**config.mk**
```make
export PLATFORM = sky130hd
export DESIGN_NAME = lift_car
export DESIGN_NICKNAME = d
export VERILOG_FILES = /design/src/rtl/lift_pkg.sv /design/src/rtl/lift_timer.sv /design/src/rtl/lift_car.sv
export SDC_FILE = /design/constraint.sdc
export NUM_CORES = 1
export LEC_CHECK = 0
export ABC_CLOCK_PERIOD_IN_PS = 4900
export CAP_MARGIN = 20
export CORE_UTILIZATION = 26
export CTS_BUF_LIST = sky130_fd_sc_hd__clkbuf_8
export DETAILED_ROUTE_END_ITERATION = 8
export MAX_ROUTING_LAYER = met4
export PLACE_DENSITY = 0.57
export SLEW_MARGIN = 5
export SYNTH_ARGS = -nofsm -noshare
export SYNTH_HDL_FRONTEND = slang
export SYNTH_SLANG_ARGS = --single-unit
```
**constraint.sdc**
```tcl
create_clock -name clk_i -period 4.9 [get_ports clk_i]
set_input_delay 0.735 -clock clk_i [delete_from_list [all_inputs] [get_ports clk_i]]
set_output_delay 0.735 -clock clk_i [all_outputs]
set_load 0.02 [all_outputs]
```
**src/rtl/lift_pkg.sv**
```systemverilog
// lift_pkg: shared state encoding, floor typing and one-hot decode for the lift car plant
package lift_pkg;
   localparam int NUM_FLOORS_DEF = 8;
   localparam int FLOOR_W = $clog2(NUM_FLOORS_DEF);
   typedef enum logic [2:0] {IDLE, MOVE_UP, MOVE_DN, DOOR_OPENING, DOOR_OPEN, DOOR_CLOSING} state_e;
   typedef logic [FLOOR_W-1:0] floor_t;
   function automatic logic [NUM_FLOORS_DEF-1:0] floor_onehot(input floor_t f);
      return NUM_FLOORS_DEF'(1) << f;
   endfunction
endpackage

```
**src/rtl/lift_timer.sv**
```systemverilog
// lift_timer: loadable down-counter that parks at zero and flags it
module lift_timer #(
   parameter int W = 4
) (
   input  logic         clk_i,
   input  logic         rst_ni,
   input  logic         load_i,
   input  logic [W-1:0] load_val_i,
   output logic         zero_o
);
   logic [W-1:0] cnt_q;
   always_ff @(posedge clk_i or negedge rst_ni)
      if (!rst_ni) cnt_q <= '0;
      else if (load_i) cnt_q <= load_val_i;
      else if (cnt_q != '0) cnt_q <= cnt_q - 1'b1;
   assign zero_o = (cnt_q == '0);
endmodule

```
**src/rtl/lift_car.sv**
```systemverilog
// lift_car: lift car and shaft plant with travel/door timing, door-motion interlock and sticky fault
module lift_car
   import lift_pkg::*;
#(
   parameter int NUM_FLOORS    = NUM_FLOORS_DEF,
   parameter int TRAVEL_CYCLES = 16,
   parameter int DOOR_CYCLES   = 4
) (
   input  logic                          clk_i,
   input  logic                          rst_ni,
   input  logic                          up_i,
   input  logic                          down_i,
   input  logic                          open_i,
   input  logic                          close_i,
   output logic [$clog2(NUM_FLOORS)-1:0] floor_o,
   output logic [NUM_FLOORS-1:0]         floor_onehot_o,
   output logic                          moving_o,
   output logic                          door_open_o,
   output logic                          door_closed_o,
   output logic                          fault_o
);
   localparam int FW = $clog2(NUM_FLOORS);
   localparam int CW = $clog2(TRAVEL_CYCLES > DOOR_CYCLES ? TRAVEL_CYCLES : DOOR_CYCLES);
   localparam logic [FW-1:0] TOP = FW'(NUM_FLOORS - 1);
   localparam logic [CW-1:0] T_LOAD = CW'(TRAVEL_CYCLES - 1);
   localparam logic [CW-1:0] D_LOAD = CW'(DOOR_CYCLES - 1);

   state_e          state_q, state_d;
   logic [FW-1:0]   floor_q, floor_d, step_floor;
   logic [NUM_FLOORS-1:0] floor_onehot_q;
   logic            moving_q, door_open_q, door_closed_q, fault_q, fault_d;
   logic            load, zero, dir_up, same_cmd, other_cmd, step_end, bad_idle;
   logic [CW-1:0]   load_val;

   lift_timer #(.W(CW)) u_timer (
      .clk_i     (clk_i),
      .rst_ni    (rst_ni),
      .load_i    (load),
      .load_val_i(load_val),
      .zero_o    (zero)
   );

   assign dir_up     = (state_q == MOVE_UP);
   assign same_cmd   = dir_up ? up_i : down_i;
   assign other_cmd  = dir_up ? down_i : up_i;
   assign step_floor = dir_up ? floor_q + 1'b1 : floor_q - 1'b1;
   assign step_end   = dir_up ? (step_floor == TOP) : (step_floor == '0);
   assign bad_idle   = (up_i & down_i) | (open_i & close_i) | (open_i & (up_i | down_i)) |
                       (up_i & (floor_q == TOP)) | (down_i & (floor_q == '0));

   always_comb begin
      state_d  = state_q;
      floor_d  = floor_q;
      fault_d  = fault_q;
      load     = 1'b0;
      load_val = T_LOAD;
      unique case (state_q)
         IDLE: begin
            if (bad_idle) fault_d = 1'b1;
            else if (up_i | down_i) begin
               state_d = up_i ? MOVE_UP : MOVE_DN;
               load    = 1'b1;
            end else if (open_i) begin
               state_d  = DOOR_OPENING;
               load     = 1'b1;
               load_val = D_LOAD;
            end
         end
         MOVE_UP, MOVE_DN: begin
            if (other_cmd | open_i | close_i) fault_d = 1'b1;
            // the car only reacts to its command at a floor boundary
            if (zero) begin
               floor_d = step_floor;
               if (same_cmd && !step_end) load = 1'b1;
               else state_d = IDLE;
               if (same_cmd && step_end) fault_d = 1'b1;
            end
         end
         DOOR_OPENING: begin
            if (up_i | down_i) fault_d = 1'b1;
            if (zero) state_d = DOOR_OPEN;
         end
         DOOR_OPEN: begin
            if (up_i | down_i) fault_d = 1'b1;
            if (close_i && !open_i) begin
               state_d  = DOOR_CLOSING;
               load     = 1'b1;
               load_val = D_LOAD;
            end
         end
         DOOR_CLOSING: begin
            if (up_i | down_i) fault_d = 1'b1;
            if (open_i) begin
               state_d  = DOOR_OPENING;
               load     = 1'b1;
               load_val = D_LOAD;
            end else if (zero) state_d = IDLE;
         end
         default: state_d = IDLE;
      endcase
   end

   always_ff @(posedge clk_i or negedge rst_ni) begin
      if (!rst_ni) begin
         state_q        <= IDLE;
         floor_q        <= '0;
         floor_onehot_q <= NUM_FLOORS'(1);
         moving_q       <= 1'b0;
         door_open_q    <= 1'b0;
         door_closed_q  <= 1'b1;
         fault_q        <= 1'b0;
      end else begin
         state_q        <= state_d;
         floor_q        <= floor_d;
         floor_onehot_q <= NUM_FLOORS'(floor_onehot(floor_t'(floor_d)));
         moving_q       <= (state_d == MOVE_UP) || (state_d == MOVE_DN);
         door_open_q    <= (state_d == DOOR_OPEN);
         door_closed_q  <= (state_d == IDLE) || (state_d == MOVE_UP) || (state_d == MOVE_DN);
         fault_q        <= fault_d;
      end
   end

   assign floor_o        = floor_q;
   assign floor_onehot_o = floor_onehot_q;
   assign moving_o       = moving_q;
   assign door_open_o    = door_open_q;
   assign door_closed_o  = door_closed_q;
   assign fault_o        = fault_q;
endmodule

```
==> reports/results.ini, run 1 <==
[worst_setup_path]
r2r_slack_ns=1.98
crit_chain=nor3b_2, fa_1, xnor2_1, nand2_1, a32o_1, or3_1, mux2_2
path_class=flop to flop
max_stage_delay_ns=0.63
cp-endpoint=moving_o
cp_data_required_time_ns=5.05
crit_path_end_kind=flop
r2r_start=state_q[0]
cp_max_fo=16
cp-startpoint=state_q[0]
crit_arrival_ns=3.07
reg2reg_depth=7
cp_slowest_cell=dfrtp_1
crit_path_start_kind=flop
r2r-end=moving_o

[synth]
synth-seq-cells=22
async_reset_ff_share_pct=100.0
netlist_area_mm2=0.001338
synth_area_leaders=dfrtp_1 37%, dfstp_2 3.9%, ha_1 3.7%
postSynthNetCount=144
synthTopCellsByCount=20 x dfrtp_1, 8 x nand2_1, 7 x a21oi_1, 7 x inv_1, 6 x nor2_1
synth_edf_count=0
ys_seq_area_share_pct=41.35
synth_top_cell_by_area=dfrtp_1
syn_inst=133
yosysWarnings=0
synth_cell_type_count=48
synth.avg_cell_area_um2=10.06
yosysMostFrequentCell=dfrtp_1
synth_ff_type=dfrtp_1
netlist.area_leader.share_pct=37.42

[global_routing]
grt_pass1_wl_mm=4.912
grt_use_total_pct=12.10
grt_max_degree=23
first_global_vias=1078
overflow=0
antenna_found_initial=0

[die]
io_pins=21
die_w_um=73.73
die_h_um=73.73
dieArea_mm2=0.005435
row_count=25
core-area_mm2=0.004848
initial_core_util_pct=27.59

[clocking]
clkLatencyLatePin_ns=0.26
cts_resized=0
ctsRootBufferMaster=clkbuf_8
cts_tree=done
hold_buffers=0
postCtsSetupRepairBufs=0
cts_num_sinks=22
cts_buffer_depth=2
numCtsBuffers=3
htreeDepth=1
clk_pin_slew_worst_paths_ns=0.08

[placement]
gp_congestion=0.8572
dp_slack_ns=1.955
hpwl_mm=2.123
portBuffers=20

[timing]
fmax_mhz=342.0
hold_violations=0
skew_ns=0.001490
setup_total_negative_slack_ns=0
min_period_ns=2.924
post-route-period-util_pct=59.67
maxSlewHeadroom_pct=37.06
hold_ws_ns=0.4867
setup_ws_ns=1.976
rsz0062_at_grt=no
worstMarginPinSlew_ns=0.9412
setup_viol=0
slew_violations=0

[job]
cap_viol_max_count=0

[detailed_routing]
wl_mm=2.890
vias_per_cell=4.802
ant_nets=0
drcViolationCount=0
vias=1042
firstDrtPassIters=4
drt-initial-drc-count=25
wl_per_cell_um=13.32

[finish]
insertedDiodeCount=0
drive_above_1_share_pct=12.67
final_core_util_pct=33.83
filler_cell_count=491
synthToLayoutAreaGrowth_pct=22.64
nNetsFinal=162

[power]
power_w=0.0009978
ir_worst_vdd_mv=0.2649
power.density_mw_per_mm2=608.3
leakage_nw=0.6749

[hold_path]
hold_class=flop to flop
hold_path_depth=1

[run_status]
status=completed

how the worst min path moves through the flow:
stage / start / endpoint
after floorplan: rst_ni / door_open_o
after global placement: fault_o / fault_o
after detailed placement: fault_o / fault_o
after CTS: fault_o / fault_o
after global routing: fault_o / fault_o
final: fault_o / fault_o
metal layers:
layer  GRT usage (%)  part of all wire (%)  vias up
li1                -                     -      508
met1           14.26                    45      505
met2           20.29                    49       25
met3           3.429                   4.7        4
met4           2.991                   1.8        0
met5               -                     0        -
area by class of cell:
class	count	area, µm²	share of cell area, %
clock buffers	4	55.05	3.356
flip-flops and latches	22	553.0	33.71
well taps	67	83.83	5.111
repair buffers	20	200.2	12.20
multi-input cells	96	718.2	43.78
inverters	8	30.03	1.831
metrics by stage:
stage          instances  cell area (µm²)
2_1_floorplan        133             1338
3_3_place_gp         213             1585
3_5_place_dp         213             1585
4_1_cts              217             1640
5_1_grt              217             1640
6_report             217             1640
placed cells by master, fill, tap and decap left out, types with 5 or more instances in the layout:
cell,instances
a21oi_1,7
clkdlybuf4s50_1,20
dfrtp_1,20
inv_1,7
nand2_1,8
nor2_1,6
nor3_1,5
o21ai_0,5
power by group:
part / internal (W) / switching, W
Clock: 0.0000716 / 0.0000567
Sequential: 0.000250 / 0.0000761
Combinational: 0.000247 / 0.000297
logic make-up after synthesis:
| family | synth area share [%] |
|---|---|
| AND/OR/NAND/NOR | 24.04 |
| XOR/XNOR | 6.736 |
| adder cells (fa/ha/maj) | 5.239 |
| flip-flops | 41.35 |
| multiplexers | 2.432 |
| buffers and inverters | 4.958 |
| AO/OA/AOI/OAI | 15.25 |
critical path: cells and delay by family, from the launching register on:
kind                       cells  cell delay [ns]
AOI/OAI and AO/OA              1             0.27
xor gates and xnor gates       1             0.21
adders and majority gates      1             0.34
DFF                            1             0.63
muxes                          1             0.30
and+or+nand+nor                3             1.06
registers in the layout, summed over array words and instances (netlist names):
signal and count:
floor_onehot_o 8, fault_o 1, floor_o 3, door_open_o 1
state_q 3, moving_o 1, door_closed_o 1, u_timer.cnt_q 4
Note: power is estimated with default switching activity, not from simulation.
==> run 2, diff against run 1 <==
ABC_CLOCK_PERIOD_IN_PS = 2700   (was 4900)
clock period = 2.7 ns   (was 4.9 ns; I/O delays follow)
==> run 2 against run 1 <==
  * Via count increased by 5.0%
  * Critical path type unchanged
  * Clock power increased by 140%
  * Sequential share of layout area is 2.1 points lower
==> reports/results.ini, run 2 (synthesized netlist as in run 1, its figures left out) <==
[finish]
drive_above_1_share_pct=19.14  ; +6.5 points
synthToLayoutAreaGrowth_pct=30.59
fin_area_mm2=0.001747  ; +6.5%
final_core_util_pct=36.03  ; +2.2 points
insertedDiodeCount=0  ; unchanged
largest_register_ffs=8  ; unchanged
nNetsFinal=174  ; +7.4%
layout_common_cells=20 x dfrtp_1, 20 x clkdlybuf4s50_1, 12 x buf_4, 8 x nand2_1

[clocking]
cts_buffer_depth=2  ; unchanged
numCtsBuffers=3  ; unchanged
clk_pin_slew_worst_paths_ns=0.09  ; about the same
cts_tree=done
postCtsSetupRepairBufs=0  ; unchanged
cts_num_sinks=22  ; unchanged
ctsRootBufferMaster=clkbuf_8
clkLatencyLatePin_ns=0.26  ; about the same
htreeDepth=1  ; unchanged
cts_resized=0  ; unchanged
hold_buffers=0  ; unchanged

[global_routing]
grt_pass1_wl_mm=5.140  ; +4.6%
first_global_vias=1099  ; +1.9%
grt_use_total_pct=12.71  ; +0.61 points
grt_max_degree=23  ; unchanged
antenna_found_initial=0  ; unchanged
overflow=0  ; unchanged

[timing]
rsz0062_at_grt=no
setup_total_negative_slack_ns=0  ; unchanged
post-route-period-util_pct=90.42  ; +31 points
setup_ws_ns=0.2587  ; -1.717 ns
slew_violations=0  ; unchanged
maxSlewHeadroom_pct=67.58  ; +31 points
skew_ns=0.008022  ; +0.006532 ns
hold_violations=0  ; unchanged
fmax_mhz=409.6  ; +20%
worstMarginPinSlew_ns=0.4828  ; -0.4584 ns
min_period_ns=2.441  ; -0.4827 ns
setup_viol=0  ; unchanged

[die]
row_count=25  ; unchanged
dieArea_mm2=0.005435  ; unchanged
io_pins=21  ; unchanged
initial_core_util_pct=27.59  ; unchanged
core-area_mm2=0.004848  ; unchanged
die_w_um=73.73  ; unchanged
die_h_um=73.73  ; unchanged

[detailed_routing]
ant_nets=0  ; unchanged
vias=1094  ; +5.0%
drt-initial-drc-count=43  ; +72%
wl_mm=3.020  ; +4.5%
vias_per_cell=4.777  ; -0.51%
drcViolationCount=0  ; unchanged
wl_per_cell_um=13.19  ; -0.98%
firstDrtPassIters=4  ; unchanged

[placement]
dp_slack_ns=0.2587  ; -1.696 ns
portBuffers=20  ; unchanged
hpwl_mm=2.252  ; +6.1%
gp_congestion=0.8652  ; +0.93%
place_area_mm2=0.001675  ; +5.7%

[worst_setup_path]
crit_path_end_kind=flop
cp_data_required_time_ns=2.86  ; -2.19 ns
path_class=flop to flop
crit_path_start_kind=flop
cp_max_fo=4  ; -12
r2r_start=state_q[0]
r2r_slack_ns=0.26  ; -1.72 ns
cp-startpoint=state_q[0]
crit_arrival_ns=2.60  ; -0.47 ns

[hold_path]
hold_class=primary input to async pin

[power]
p_clk_share_pct=15.7  ; +2.8 points
pwr-share-comb_pct=57.2  ; +2.7 points
p_sw_w=0.0008050  ; +87%
ir_worst_vdd_mv=0.6019  ; +130%
p_seq_share_pct=27.1  ; -5.6 points
intPower_w=0.001163  ; +100%
swShare_pct=40.90  ; -2.2 points
leakage_nw=0.7403  ; +9.7%
power.density_mw_per_mm2=1127  ; +85%
power_w=0.001968  ; +97%

[job]
cap_viol_max_count=0  ; unchanged

[run_status]
status=completed

==> run 2: changes by cell type in the layout (fill, tap and decap cells not counted) <==
cell / change
bufinv_16: +1
clkbuf_8: -1
buf_4: +12
==> run 2: power by group through the flow <==
| stage | registers (W) | logic (W) | clock network [W] |
|---|---|---|---|
| 2_1_floorplan | 0.000627 | 0.000665 | 0 |
| 3_3_place_gp | 0.000536 | 0.00110 | 0 |
| 3_5_place_dp | 0.000539 | 0.00112 | 0 |
| 4_1_cts | 0.000536 | 0.00114 | 0.000317 |
| 5_1_grt | 0.000554 | 0.00125 | 0.000332 |
| 6_report | 0.000533 | 0.00113 | 0.000309 |
==> run 2: per-stage QoR <==
step | std cells | hold slack (ns)
floorplan | 133 | 0.1094
global placement | 225 | 0.4719
detailed placement | 225 | 0.4789
CTS | 229 | 0.4917
global route | 229 | 0.5016
finish | 229 | 0.4805
==> run 2: cell type report <==
| type | instances | area [µm²] |
|---|---|---|
| inverter | 8 | 30.03 |
| tap | 67 | 83.83 |
| fill | 487 | 3102 |
| timing repair buffer | 32 | 290.3 |
| clock buffer | 3 | 41.29 |
| sequential | 22 | 553.0 |
| clock inverter | 1 | 30.03 |
| multi-input combinational | 96 | 718.2 |
==> run 2: critical path: stages (launching register included) <==
cell and delay [ns]:
dfrtp_1 0.38, nor3b_2 0.19, fa_1 0.42, xnor2_1 0.30
nand2_1 0.09, a32o_1 0.25, or3_1 0.41, mux2_2 0.29
==> run 2: worst paths after layout <==
kind,cells after the start,end
min in group clk_i,1,fault_o
hold / removal,2,floor_onehot_o[4]
hold reg to reg,1,fault_o
max in group asynchronous,2,door_closed_o
setup reg to reg,7,moving_o
setup / recovery,7,moving_o
==> run 2: routing by layer <==
metal  global-route usage (%)  share of wire [%]  up-vias
li1                         -                  -      533
met1                    16.35                 45      532
met2                    21.61                 52       27
met3                    1.646                2.6        2
met4                    2.137               0.50        0
met5                        -                  0        -
